### src/rtl/elevator_floor_ctrl_if.sv
// Request/position bundle between the FIFO/FSM side and the floor controller.
// The slave modport is the controller; the master modport drives it.
interface elevator_floor_ctrl_if #(
    parameter int FLOOR_W = 4
);
    logic               i_fifo_ctrl_rd_en;
    logic [FLOOR_W-1:0] i_fifo_ctrl_data;
    logic               i_fsm_ctrl_move_up;
    logic               i_fsm_ctrl_move_down;
    logic               i_fsm_ctrl_open_door;
    logic               i_fsm_ctrl_alarm;
    logic               o_ctrl_fsm_move_up;
    logic               o_ctrl_fsm_move_down;
    logic               o_ctrl_fsm_equal;
    logic               o_counter_fsm_done;
    logic [FLOOR_W-1:0] o_ctrl_current_floor;
    logic [FLOOR_W-1:0] o_ctrl_target_floor;
    logic               o_ctrl_target_valid;
    logic               o_ctrl_req_error;

    modport slave (
        input  i_fifo_ctrl_rd_en,
        input  i_fifo_ctrl_data,
        input  i_fsm_ctrl_move_up,
        input  i_fsm_ctrl_move_down,
        input  i_fsm_ctrl_open_door,
        input  i_fsm_ctrl_alarm,
        output o_ctrl_fsm_move_up,
        output o_ctrl_fsm_move_down,
        output o_ctrl_fsm_equal,
        output o_counter_fsm_done,
        output o_ctrl_current_floor,
        output o_ctrl_target_floor,
        output o_ctrl_target_valid,
        output o_ctrl_req_error
    );

    modport master (
        output i_fifo_ctrl_rd_en,
        output i_fifo_ctrl_data,
        output i_fsm_ctrl_move_up,
        output i_fsm_ctrl_move_down,
        output i_fsm_ctrl_open_door,
        output i_fsm_ctrl_alarm,
        input  o_ctrl_fsm_move_up,
        input  o_ctrl_fsm_move_down,
        input  o_ctrl_fsm_equal,
        input  o_counter_fsm_done,
        input  o_ctrl_current_floor,
        input  o_ctrl_target_floor,
        input  o_ctrl_target_valid,
        input  o_ctrl_req_error
    );
endinterface

### src/rtl/elevator_floor_ctrl.sv
// Elevator floor controller: captures target floors from the request FIFO,
// tracks the car position and runs the door-open timer for the FSM.
module elevator_floor_ctrl #(
    parameter int FLOOR_W       = 4,
    parameter int NUM_FLOORS    = 10,
    parameter int TRAVEL_CYCLES = 8,
    parameter int DOOR_CYCLES   = 16
) (
    input logic                 i_ctrl_clock,
    input logic                 i_ctrl_reset,
    elevator_floor_ctrl_if.slave ctrl
);
    localparam int TW = (TRAVEL_CYCLES > 1) ? $clog2(TRAVEL_CYCLES) : 1;
    localparam int DW = (DOOR_CYCLES > 1) ? $clog2(DOOR_CYCLES) : 1;
    localparam logic [TW-1:0]      TRAVEL_LAST = TW'(TRAVEL_CYCLES - 1);
    localparam logic [DW-1:0]      DOOR_LAST   = DW'(DOOR_CYCLES - 1);
    localparam logic [FLOOR_W-1:0] TOP_FLOOR   = FLOOR_W'(NUM_FLOORS - 1);
    localparam logic [FLOOR_W:0]   NUM_F       = (FLOOR_W + 1)'(NUM_FLOORS);

    logic [FLOOR_W-1:0] cur_q;
    logic [FLOOR_W-1:0] tgt_q;
    logic               valid_q;
    logic               pend_q;
    logic               err_q;
    logic [TW-1:0]      tcnt_q;
    logic [DW-1:0]      dcnt_q;

    logic in_range;
    logic done;
    logic served;
    logic alarm;
    logic up;
    logic dn;

    assign alarm    = ctrl.i_fsm_ctrl_alarm;
    assign up       = ctrl.i_fsm_ctrl_move_up;
    assign dn       = ctrl.i_fsm_ctrl_move_down;
    assign in_range = {1'b0, ctrl.i_fifo_ctrl_data} < NUM_F;
    assign done     = (dcnt_q == DOOR_LAST);
    // Request is retired only on an edge where the timer actually advances.
    assign served   = done & ~alarm;

    assign ctrl.o_ctrl_fsm_move_up   = valid_q & (tgt_q > cur_q);
    assign ctrl.o_ctrl_fsm_move_down = valid_q & (tgt_q < cur_q);
    assign ctrl.o_ctrl_fsm_equal     = valid_q & (tgt_q == cur_q);
    assign ctrl.o_counter_fsm_done   = done;
    assign ctrl.o_ctrl_current_floor = cur_q;
    assign ctrl.o_ctrl_target_floor  = tgt_q;
    assign ctrl.o_ctrl_target_valid  = valid_q;
    assign ctrl.o_ctrl_req_error     = err_q;

    // Request capture: sample FIFO data the cycle after a pop; capture beats serve.
    always_ff @(posedge i_ctrl_clock) begin
        if (i_ctrl_reset) begin
            pend_q  <= 1'b0;
            err_q   <= 1'b0;
            tgt_q   <= '0;
            valid_q <= 1'b0;
        end else begin
            pend_q <= ctrl.i_fifo_ctrl_rd_en;
            err_q  <= pend_q & ~in_range;
            if (pend_q && in_range) begin
                tgt_q   <= ctrl.i_fifo_ctrl_data;
                valid_q <= 1'b1;
            end else if (served) begin
                valid_q <= 1'b0;
            end
        end
    end

    // Travel counter and current floor; alarm freezes so travel resumes mid-floor.
    always_ff @(posedge i_ctrl_clock) begin
        if (i_ctrl_reset) begin
            tcnt_q <= '0;
            cur_q  <= '0;
        end else if (!alarm) begin
            if (up ^ dn) begin
                if (tcnt_q == TRAVEL_LAST) begin
                    tcnt_q <= '0;
                    if (up && cur_q < TOP_FLOOR) begin
                        cur_q <= cur_q + 1'b1;
                    end else if (dn && cur_q != '0) begin
                        cur_q <= cur_q - 1'b1;
                    end
                end else begin
                    tcnt_q <= tcnt_q + 1'b1;
                end
            end else if (!up && !dn) begin
                tcnt_q <= '0;
            end
        end
    end

    // Door-open timer; wraps to zero on the done edge.
    always_ff @(posedge i_ctrl_clock) begin
        if (i_ctrl_reset) begin
            dcnt_q <= '0;
        end else if (!alarm) begin
            if (!ctrl.i_fsm_ctrl_open_door || done) begin
                dcnt_q <= '0;
            end else begin
                dcnt_q <= dcnt_q + 1'b1;
            end
        end
    end
endmodule

### src/flat_wrapper.sv
// flat-port wrapper written by rule: the top's interface ports become plain ports
module elevator_floor_ctrl_flat 
#(
    parameter int FLOOR_W       = 4,
    parameter int NUM_FLOORS    = 10,
    parameter int TRAVEL_CYCLES = 8,
    parameter int DOOR_CYCLES   = 16
)
  (i_ctrl_clock, i_ctrl_reset, ctrl_i_fifo_ctrl_rd_en, ctrl_i_fifo_ctrl_data, ctrl_i_fsm_ctrl_move_up, ctrl_i_fsm_ctrl_move_down, ctrl_i_fsm_ctrl_open_door, ctrl_i_fsm_ctrl_alarm, ctrl_o_ctrl_fsm_move_up, ctrl_o_ctrl_fsm_move_down, ctrl_o_ctrl_fsm_equal, ctrl_o_counter_fsm_done, ctrl_o_ctrl_current_floor, ctrl_o_ctrl_target_floor, ctrl_o_ctrl_target_valid, ctrl_o_ctrl_req_error);
  elevator_floor_ctrl_if #(.FLOOR_W(FLOOR_W)) ctrl_i ();
  input logic i_ctrl_clock;
  input logic i_ctrl_reset;
  input wire logic [$bits(ctrl_i.i_fifo_ctrl_rd_en)-1:0] ctrl_i_fifo_ctrl_rd_en;
  input wire logic [$bits(ctrl_i.i_fifo_ctrl_data)-1:0] ctrl_i_fifo_ctrl_data;
  input wire logic [$bits(ctrl_i.i_fsm_ctrl_move_up)-1:0] ctrl_i_fsm_ctrl_move_up;
  input wire logic [$bits(ctrl_i.i_fsm_ctrl_move_down)-1:0] ctrl_i_fsm_ctrl_move_down;
  input wire logic [$bits(ctrl_i.i_fsm_ctrl_open_door)-1:0] ctrl_i_fsm_ctrl_open_door;
  input wire logic [$bits(ctrl_i.i_fsm_ctrl_alarm)-1:0] ctrl_i_fsm_ctrl_alarm;
  output wire logic [$bits(ctrl_i.o_ctrl_fsm_move_up)-1:0] ctrl_o_ctrl_fsm_move_up;
  output wire logic [$bits(ctrl_i.o_ctrl_fsm_move_down)-1:0] ctrl_o_ctrl_fsm_move_down;
  output wire logic [$bits(ctrl_i.o_ctrl_fsm_equal)-1:0] ctrl_o_ctrl_fsm_equal;
  output wire logic [$bits(ctrl_i.o_counter_fsm_done)-1:0] ctrl_o_counter_fsm_done;
  output wire logic [$bits(ctrl_i.o_ctrl_current_floor)-1:0] ctrl_o_ctrl_current_floor;
  output wire logic [$bits(ctrl_i.o_ctrl_target_floor)-1:0] ctrl_o_ctrl_target_floor;
  output wire logic [$bits(ctrl_i.o_ctrl_target_valid)-1:0] ctrl_o_ctrl_target_valid;
  output wire logic [$bits(ctrl_i.o_ctrl_req_error)-1:0] ctrl_o_ctrl_req_error;
  assign ctrl_i.i_fifo_ctrl_rd_en = ctrl_i_fifo_ctrl_rd_en;
  assign ctrl_i.i_fifo_ctrl_data = ctrl_i_fifo_ctrl_data;
  assign ctrl_i.i_fsm_ctrl_move_up = ctrl_i_fsm_ctrl_move_up;
  assign ctrl_i.i_fsm_ctrl_move_down = ctrl_i_fsm_ctrl_move_down;
  assign ctrl_i.i_fsm_ctrl_open_door = ctrl_i_fsm_ctrl_open_door;
  assign ctrl_i.i_fsm_ctrl_alarm = ctrl_i_fsm_ctrl_alarm;
  assign ctrl_o_ctrl_fsm_move_up = ctrl_i.o_ctrl_fsm_move_up;
  assign ctrl_o_ctrl_fsm_move_down = ctrl_i.o_ctrl_fsm_move_down;
  assign ctrl_o_ctrl_fsm_equal = ctrl_i.o_ctrl_fsm_equal;
  assign ctrl_o_counter_fsm_done = ctrl_i.o_counter_fsm_done;
  assign ctrl_o_ctrl_current_floor = ctrl_i.o_ctrl_current_floor;
  assign ctrl_o_ctrl_target_floor = ctrl_i.o_ctrl_target_floor;
  assign ctrl_o_ctrl_target_valid = ctrl_i.o_ctrl_target_valid;
  assign ctrl_o_ctrl_req_error = ctrl_i.o_ctrl_req_error;
  elevator_floor_ctrl #(.FLOOR_W(FLOOR_W), .NUM_FLOORS(NUM_FLOORS), .TRAVEL_CYCLES(TRAVEL_CYCLES), .DOOR_CYCLES(DOOR_CYCLES)) u_core (.i_ctrl_clock(i_ctrl_clock), .i_ctrl_reset(i_ctrl_reset), .ctrl(ctrl_i));
endmodule
### config.mk
export PLATFORM = sky130hd
export DESIGN_NAME = elevator_floor_ctrl_flat
export DESIGN_NICKNAME = d
export VERILOG_FILES = /design/src/rtl/elevator_floor_ctrl_if.sv /design/src/rtl/elevator_floor_ctrl.sv /design/src/flat_wrapper.sv
export SDC_FILE = /design/constraint.sdc
export NUM_CORES = 1
export LEC_CHECK = 0
export ABC_CLOCK_PERIOD_IN_PS = 4440
export CORE_MARGIN = 2
export CORE_UTILIZATION = 54
export CTS_BUF_LIST = sky130_fd_sc_hd__clkbuf_8
export CTS_CLUSTER_SIZE = 12
export DETAILED_ROUTE_END_ITERATION = 10
export GPL_ROUTABILITY_DRIVEN = 0
export PLACE_DENSITY_LB_ADDON = 0.15
export REMOVE_ABC_BUFFERS = 1
export SKIP_LAST_GASP = 1
export SLEW_MARGIN = 20
export SYNTH_ARGS = -nofsm -noshare
export SYNTH_HDL_FRONTEND = slang
export SYNTH_SLANG_ARGS = --single-unit
### constraint.sdc
create_clock -name i_ctrl_clock -period 4.44 [get_ports i_ctrl_clock]
set_input_delay 0.444 -clock i_ctrl_clock [delete_from_list [all_inputs] [get_ports i_ctrl_clock]]
set_output_delay 0.444 -clock i_ctrl_clock [all_outputs]
set_load 0.01 [all_outputs]
== Yosys cells after proc, flatten, opt, wreduce, memory -nomap -nowiden ==
Index checks and enable logic that the tools add are counted.
Word-level totals
  bits in registers: 18
  bits in latches: 0
  memory bits (writable): 0
  bits in read-only memories: 0
  input bits: 11
  memories kept: 0
Cells by class
  $add $sub $neg: 4
  multipliers: 0
  divide/modulo/power cells: 0
  magnitude comparators: 4
  equal/unequal tests: 3
  shift operators: 0
  muxes and demuxes: 8
  bitwise gates (word level): 8
  reductions and logical operators: 14
Operator list (number)
  4-bit 2-to-1 mux: 3
  3-bit 2-to-1 mux: 3
  4-bit by 1-bit adder with 4-bit output (second input constant): 2
  4-bit < comparator (second input constant): 2
  2-bit nonzero test: 3
  1-bit bitwise AND: 5
  4-bit == test: 1
  4-bit == test (second input constant): 1
  4-bit > comparator: 1
  1-bit logical AND: 4
  4-bit < comparator: 1
  4-bit AND reduction: 1
  4-bit nonzero test: 1
  4-bit by 1-bit subtractor with 4-bit output (second input constant): 1
  3-bit by 1-bit adder with 3-bit output (second input constant): 1
  3-bit == test (second input constant): 1
  1-bit zero test: 3
  1-bit 2-to-1 mux: 2
  1-bit NOT: 2
  2-bit AND reduction: 1
  1-bit logical OR: 1
  1-bit bitwise XOR: 1

== Depth between registers and ports, before layout ==
Gate-level depths: netlist (run 1).
  word-level depth: 4
  depth in mapped cells: 7
  gate-level depth less buffers: 7

== Worst setup path before layout (run 1) ==
No wires, ideal clock.
  kind: register to register
  start point: register u_core.cur_q[0], in the netlist u_core.ctrl.o_ctrl_current_floor[0]
  end point: register u_core.cur_q[3], in the netlist u_core.ctrl.o_ctrl_current_floor[3]
  data arrival time: 2176 ps
  required time: 4319 ps
  setup slack: 2143 ps
  cell stages (with the launch flop): 8
  clock period less this slack: 2297 ps
  cell sequence: dfxtp_1 -> o31ai_1 -> nand2_1 -> ha_1 -> and3_1 -> a211o_1 -> a211oi_2 -> mux2_4
Between the ends
  cells in the longest elaborated chain, start to end: 4
  elaborated cells on any way between the ends: 10
Ends and longest elaborated chain
  start, declared: line elevator_floor_ctrl.sv:20  | logic [FLOOR_W-1:0] cur_q;
  start signal, assigned: line elevator_floor_ctrl.sv:81  | cur_q <= cur_q + 1'b1;
  start signal, assigned: line elevator_floor_ctrl.sv:83  | cur_q <= cur_q - 1'b1;
  4-bit < comparator / 4-bit nonzero test (equally long branches): line elevator_floor_ctrl.sv:80, elevator_floor_ctrl.sv:82
  1-bit logical AND, on equally long branches: line elevator_floor_ctrl.sv:80, elevator_floor_ctrl.sv:82
  2-bit nonzero test (no line)
  4-bit AND reduction (no line)
Several ways; a longest one is shown, not always the timed one. The select of a mux whose other input is x is not followed.
A chain may end at the register's enable or synchronous reset.

== Final worst setup path (run 1) ==
  start point: register u_core.cur_q[1], in the netlist u_core.ctrl.o_ctrl_current_floor[1]
  end point: output port ctrl_o_ctrl_fsm_move_down
Between the ends
  cells in the longest elaborated chain, start to end: 2
Ends and longest elaborated chain
  4-bit < comparator: line elevator_floor_ctrl.sv:44  | assign ctrl.o_ctrl_fsm_move_down = valid_q & (tgt_q < cur_q);
  1-bit bitwise AND: line elevator_floor_ctrl.sv:44
  end, declared: line flat_wrapper.sv:20  | output wire logic [$bits(ctrl_i.o_ctrl_fsm_move_down)-1:0] ctrl_o_ctrl_fsm_move_down;
No other way between the ends.

==> qor.yml, run 1 <==
status: "finished, final reports clean"
cellPowerDensity_nw_per_um2: 266
numPlacedInstances: 165
clk_path_buf_depth: 2
crit_type: "reg -> out"
clk_pin_slew_ns: 0.07
crit_arrival_ns: 2.36
std_cell_rows: 15
ir_worst_vdd_mv: 0.215
nNetsFinal: 167
grt_max_degree: 20
seq_area_um2: 360
post-route-min-period_ns: 2.81
netlist_area_um2: 1040
die_w_um: 47.8
multi_input_area_um2: 638
cp.required_ns: 4.00
hpwl_um: 1590
synth-seq-area-share: 0.348
clock-sinks: 18
layoutNonFillerInstCount: 169
overflow: 0
ys.flop_type: "dfxtp_1"
drt_iter0_drc: 24
finalCritPeriodShare: 0.632
firstDrtPassIters: 4
viasPerCell: 5.66
postSynthCellCount: 119
die_y_um: 47.8
syn_area_per_cell_um2: 8.71
area_growth_pct: 30.4
finalHoldViolations: 0
end_kind: "output port"
cts_resized: 0
fin_setup_tns_ns: 0
io_pins: 25
coreArea_um2: 1760
hp-class: "reg -> reg"
yosysUniqueCellTypes: 33
drc_errors: 0
fillers: 141
cap_violations: 0
ys_seq_elements: 18
cts_tree: "yes"
vias: 957
grt_util_all_layers: 0.218
drt-total-wl_um: 2230
power_leakage_nw: 0.528
fmax_mhz: 356
fin_total_pwr_mw: 0.359
async_flop_share: 0
cts_root_buf: "clkbuf_8"
tightest_slew_ns: 0.708
grt_pass1_wl_um: 3530
antenna_left: 0
antenna_found_initial: 0
slew_violations: 0
ctsHtreeMaxLevel: 1
grt_pass1_vias: 839
drive_gt1_frac: 0.0694
n_antenna_cell: 0
routedWlPerCell_um: 13.2
grt_setup_unrepaired: "false"
clk_latency_ns: 0.26
hold_buffers: 0
relSlewSlack: 0.527
numCtsBuffers: 3
crit_fanout: 8
setup_viol: 0
dieArea_um2: 2280
initial_core_util: 0.587
port_buffers: 24
cts_setup_buffers: 0
skew_ns: 0.00240
yosysWarnings: 0
start_kind: "register"
synth-edff-count: 0
r2r_slack_ns: 1.98
## routing by layer
metal | track usage | wire length, um
met5 | 0 | 0
met4 | 0.103 | 33
met3 | 0.0340 | 94
met2 | 0.352 | 1060
met1 | 0.285 | 1040
## report_power, final
| part | internal [mW] | total, mW | switching (mW) | leakage, nW |
|---|---|---|---|---|
| Clock | 0.0789 | 0.135 | 0.0566 | 0.0288 |
| Combinational | 0.0271 | 0.0519 | 0.0248 | 0.353 |
| Sequential | 0.167 | 0.172 | 0.00512 | 0.146 |
| Total | 0.273 | 0.359 | 0.0865 | 0.528 |
## area by class of cell
class	count	area share
inverter	7	0.0194
tap	25	0.0231
sequential	18	0.267
clock buffer	4	0.0407
timing repair buffer	24	0.178
multi-input combinational	91	0.472
## synth_stat cells (2+ instances only)
| library cell | number | area, um2 |
|---|---|---|
| o21ai_0 | 10 | 50.1 |
| xnor2_1 | 2 | 17.5 |
| or3_1 | 2 | 12.5 |
| inv_1 | 7 | 26.3 |
| xor2_1 | 2 | 17.5 |
| and3_1 | 2 | 12.5 |
| nor2b_1 | 4 | 25.0 |
| nor2_1 | 5 | 18.8 |
| dfxtp_1 | 18 | 360 |
| nand3_1 | 5 | 25.0 |
| nor3_1 | 7 | 35.0 |
| a21oi_1 | 13 | 65.1 |
| nand2_1 | 11 | 41.3 |
| clkbuf_1 | 3 | 11.3 |
| ha_1 | 10 | 125 |
## cells by family (layout without fill, tap and decap cells)
kind of cell	count (synthesis)	in the layout	synth area share
xor gates and xnor gates	4	4	0.0338
buffers and inverters	10	35	0.0362
DFF	18	18	0.348
muxes	2	2	0.0242
AOI/OAI and AO/OA	32	32	0.204
and+or+nand+nor	42	42	0.214
adders and majority gates	11	11	0.140
## cells in the final DEF, fill, tap and decap left out, types with 2 or more instances in the layout
master and n:
a21oi_1 13, and3_1 2, clkbuf_8 4, clkdlybuf4s50_1 24, dfxtp_1 18, ha_1 10, inv_1 7, nand2_1 11
nand3_1 5, nor2_1 5, nor2b_1 4, nor3_1 7, o21ai_0 10, or3_1 2, xnor2_1 2, xor2_1 2
## critical path: stages (launching register included)
cell	delay [ns]
dfxtp_1	0.51
inv_1	0.08
ha_1	0.30
nor2b_1	0.14
o21a_1	0.16
o21ai_0	0.20
and3_1	0.18
clkdlybuf4s50_1	0.53
## worst paths after layout
| check | to | start | cells past startpoint |
|---|---|---|---|
| worst max-delay path | ctrl_o_ctrl_fsm_move_down | u_core.ctrl.o_ctrl_current_floor[1] | 7 |
| worst min-delay path | u_core.ctrl.o_ctrl_target_floor[0] | u_core.ctrl.o_ctrl_target_floor[0] | 2 |
| worst max register to register | u_core.ctrl.o_ctrl_current_floor[3] | u_core.ctrl.o_ctrl_current_floor[0] | 7 |
| worst min register to register | u_core.ctrl.o_ctrl_target_floor[0] | u_core.ctrl.o_ctrl_target_floor[0] | 2 |
## through the flow
step | hold slack [ns] | utilization | area, um2 | worst slack, ns
3_3_place_gp | 0.467 | 0.735 | 1300 | 1.87
3_5_place_dp | 0.473 | 0.735 | 1300 | 1.82
2_1_floorplan | 0.447 | - | 1020 | 2.14
5_1_grt | 0.518 | 0.766 | 1350 | 1.52
6_report | 0.484 | 0.766 | 1350 | 1.63
4_1_cts | 0.482 | 0.766 | 1350 | 1.63
## sequential cells by signal, indices dropped and copies added, names as in the netlist
register / count
u_core.ctrl.o_ctrl_target_valid: 1
u_core.ctrl.o_ctrl_current_floor: 4
u_core.dcnt_q: 4
u_core.pend_q: 1
u_core.ctrl.o_ctrl_req_error: 1
u_core.ctrl.o_ctrl_target_floor: 4
u_core.tcnt_q: 3
Note: power is estimated with default switching activity, not from simulation.
==> inputs of run 2 (changes only) <==
- ABC_CLOCK_PERIOD_IN_PS: 4440 -> 2300
- CORE_UTILIZATION: 54 -> 46
- clock period: 4.44 -> 2.3 ns (I/O delays scaled with it)
==> run 2 against run 1 <==
Compared with the run above: total power grew 94%; register-to-register slack worse by 1.8 ns; wire length shrank 2.4%; critical path depth is the same; clock power rose by 93%; combinational power increased by 100%; design area rose by 6.3%; worst setup slack got worse by 1.5 ns; final cell count increased by 7.7%; sequential power increased by 92%; first-iteration DRC count down 50%; global-route usage down 2.9 points; critical path type is now reg -> reg; critical endpoint is now u_core.ctrl.o_ctrl_current_floor[3]; largest cell class unchanged.
==> qor.yml, run 2 (synthesized netlist as in run 1, its figures left out) <==
status: "finished, final reports clean"  # unchanged
grt_setup_unrepaired: "false"  # unchanged
viasPerCell: 5.28  # was 5.66
met2_usage: 0.303  # was 0.352
fmax_mhz: 461
hp-class: "reg -> reg"  # unchanged
fin_total_pwr_mw: 0.698  # was 0.359 mW
clk_pin_slew_ns: 0.07  # about the same
drt-total-wl_um: 2180  # was 2230 um
cts_setup_buffers: 0  # unchanged
area_growth_pct: 38.6  # was 30.4%
skew_ns: 0.00284  # was 0.00240 ns
antenna_left: 0  # unchanged
io_pins: 25  # unchanged
crit_type: "reg -> reg"  # was reg -> out
crit_fanout: 3  # was 8
fin_area_um2: 1440  # was 1350 um2
numPlacedInstances: 178  # was 165
most-common-layout-cells: "clkdlybuf4s50_1, dfxtp_1, a21oi_1"  # unchanged
cp.required_ns: 2.44  # was 4.00 ns
tightest_slew_ns: 0.430  # was 0.708 ns
drive_gt1_frac: 0.136  # was 0.0694
use_met3: 0.0351  # was 0.0340
die_w_um: 51.5  # was 47.8 um
finalCritPeriodShare: 0.942
finalHoldViolations: 0  # unchanged
port_buffers: 24  # unchanged
post-route-min-period_ns: 2.17
coreArea_um2: 2170  # was 1760 um2
slowest_stage: "ha_1"  # was clkdlybuf4s50_1
timing.hold.ws_ns: 0.485  # was 0.484 ns
firstDrtPassIters: 4  # unchanged
grt_util_all_layers: 0.189  # was 0.218
power_leakage_nw: 0.595  # was 0.528 nW
initial_core_util: 0.478  # was 0.587
slew_violations: 0  # unchanged
hpwl_um: 1710  # was 1590 um
std_cell_rows: 17  # was 15
ctsHtreeMaxLevel: 1  # unchanged
start_kind: "register"  # unchanged
nNetsFinal: 177  # was 167
numCtsBuffers: 3  # unchanged
grtUsageMet1: 0.252  # was 0.285
dieArea_um2: 2650  # was 2280 um2
clk_latency_ns: 0.25  # was 0.26 ns
r2r_slack_ns: 0.13  # was 1.98 ns
cellPowerDensity_nw_per_um2: 486  # was 266 nW/um2
path_buf_inv: 0  # was 2
busiest_layer: "met2"  # unchanged
grt_pass1_wl_um: 3800  # was 3530 um
multi_input_area_um2: 643  # was 638 um2
fin_setup_tns_ns: 0  # unchanged
final_common_cell: "clkdlybuf4s50_1"  # unchanged
antenna_found_initial: 0  # unchanged
drc_errors: 0  # unchanged
seq_area_um2: 360  # unchanged
cp_top_family: "compound AO/OA/AOI/OAI gates"  # was buffers and inverters
cap_violations: 0  # unchanged
layoutNonFillerInstCount: 182  # was 169
cts_tree: "yes"  # unchanged
fillers: 186  # was 141
relSlewSlack: 0.711  # was 0.527
crit_chain: "o31ai_2, nand2_1, ha_1, and3_1, a211o_1, a211oi_2, mux2_4"  # was inv_1, ha_1, nor2b_1, o21a_1, o21ai_0, and3_1, clkdlybuf4s50_1
end_kind: "register"  # was output port
clock-sinks: 18  # unchanged
vias: 961  # was 957
routedWlPerCell_um: 12.0  # was 13.2 um
r2r.worst_path.cells: 7  # unchanged
path_depth: 7  # unchanged
setup_viol: 0  # unchanged
ir_worst_vdd_mv: 0.377  # was 0.215 mV
worstHoldPathCells: 2  # unchanged
die_y_um: 51.5  # was 47.8 um
drt_iter0_drc: 12  # was 24
max_stage_delay_ns: 0.33  # was 0.53 ns
clk_path_buf_depth: 2  # unchanged
cts_root_buf: "clkbuf_8"  # unchanged
overflow: 0  # unchanged
n_antenna_cell: 0  # unchanged
grt_pass1_vias: 877  # was 839
crit_arrival_ns: 2.31  # was 2.36 ns
dpl-instance-area_um2: 1380  # was 1300 um2
grt_max_degree: 17  # was 20
run 2: worst paths after layout:
path                                  startpoint                                   to
max reg2reg  u_core.ctrl.o_ctrl_current_floor[2]  u_core.ctrl.o_ctrl_current_floor[3]
min                             u_core.tcnt_q[1]                     u_core.tcnt_q[1]
max          u_core.ctrl.o_ctrl_current_floor[2]  u_core.ctrl.o_ctrl_current_floor[3]
min reg2reg                     u_core.tcnt_q[1]                     u_core.tcnt_q[1]
run 2: area by class of cell:
cell class / instances / area share
Tap cell: 28 / 0.0244
Timing Repair Buffer: 34 / 0.220
Clock buffer: 4 / 0.0383
Sequential cell: 18 / 0.251
Inverter: 7 / 0.0183
Multi-Input combinational cell: 91 / 0.448
run 2: where the power goes:
| group | switching [mW] | internal, mW | total [mW] |
|---|---|---|---|
| registers | 0.00928 | 0.322 | 0.331 |
| clock network | 0.109 | 0.152 | 0.261 |
| logic | 0.0481 | 0.0579 | 0.106 |
run 2: worst min-delay path, cell delays in order (launching register included):
cell and delay, ns:
dfxtp_1 0.31, o21ai_0 0.06, a21oi_1 0.06
run 2: routing by layer:
layer	wire length, um	share of wire	vias up
li1	-	-	503
met5	0	0	-
met3	94	0.043	2
met4	16	0.0073	0
met2	987	0.45	22
met1	1080	0.50	434
run 2: stage by stage:
step / util / worst slack, ns
after floorplan: - / 0.00262
after global placement: 0.634 / 0.0824
after detailed placement: 0.634 / 0.0324
after CTS: 0.659 / 0.0757
after global routing: 0.662 / 0.0317
final: 0.662 / 0.132
run 2: timing repair:
item / in CTS / in global routing
hold buffers: 0 / 0
resized for setup: 2 / 2
setup endpoints to repair: 1 / 2
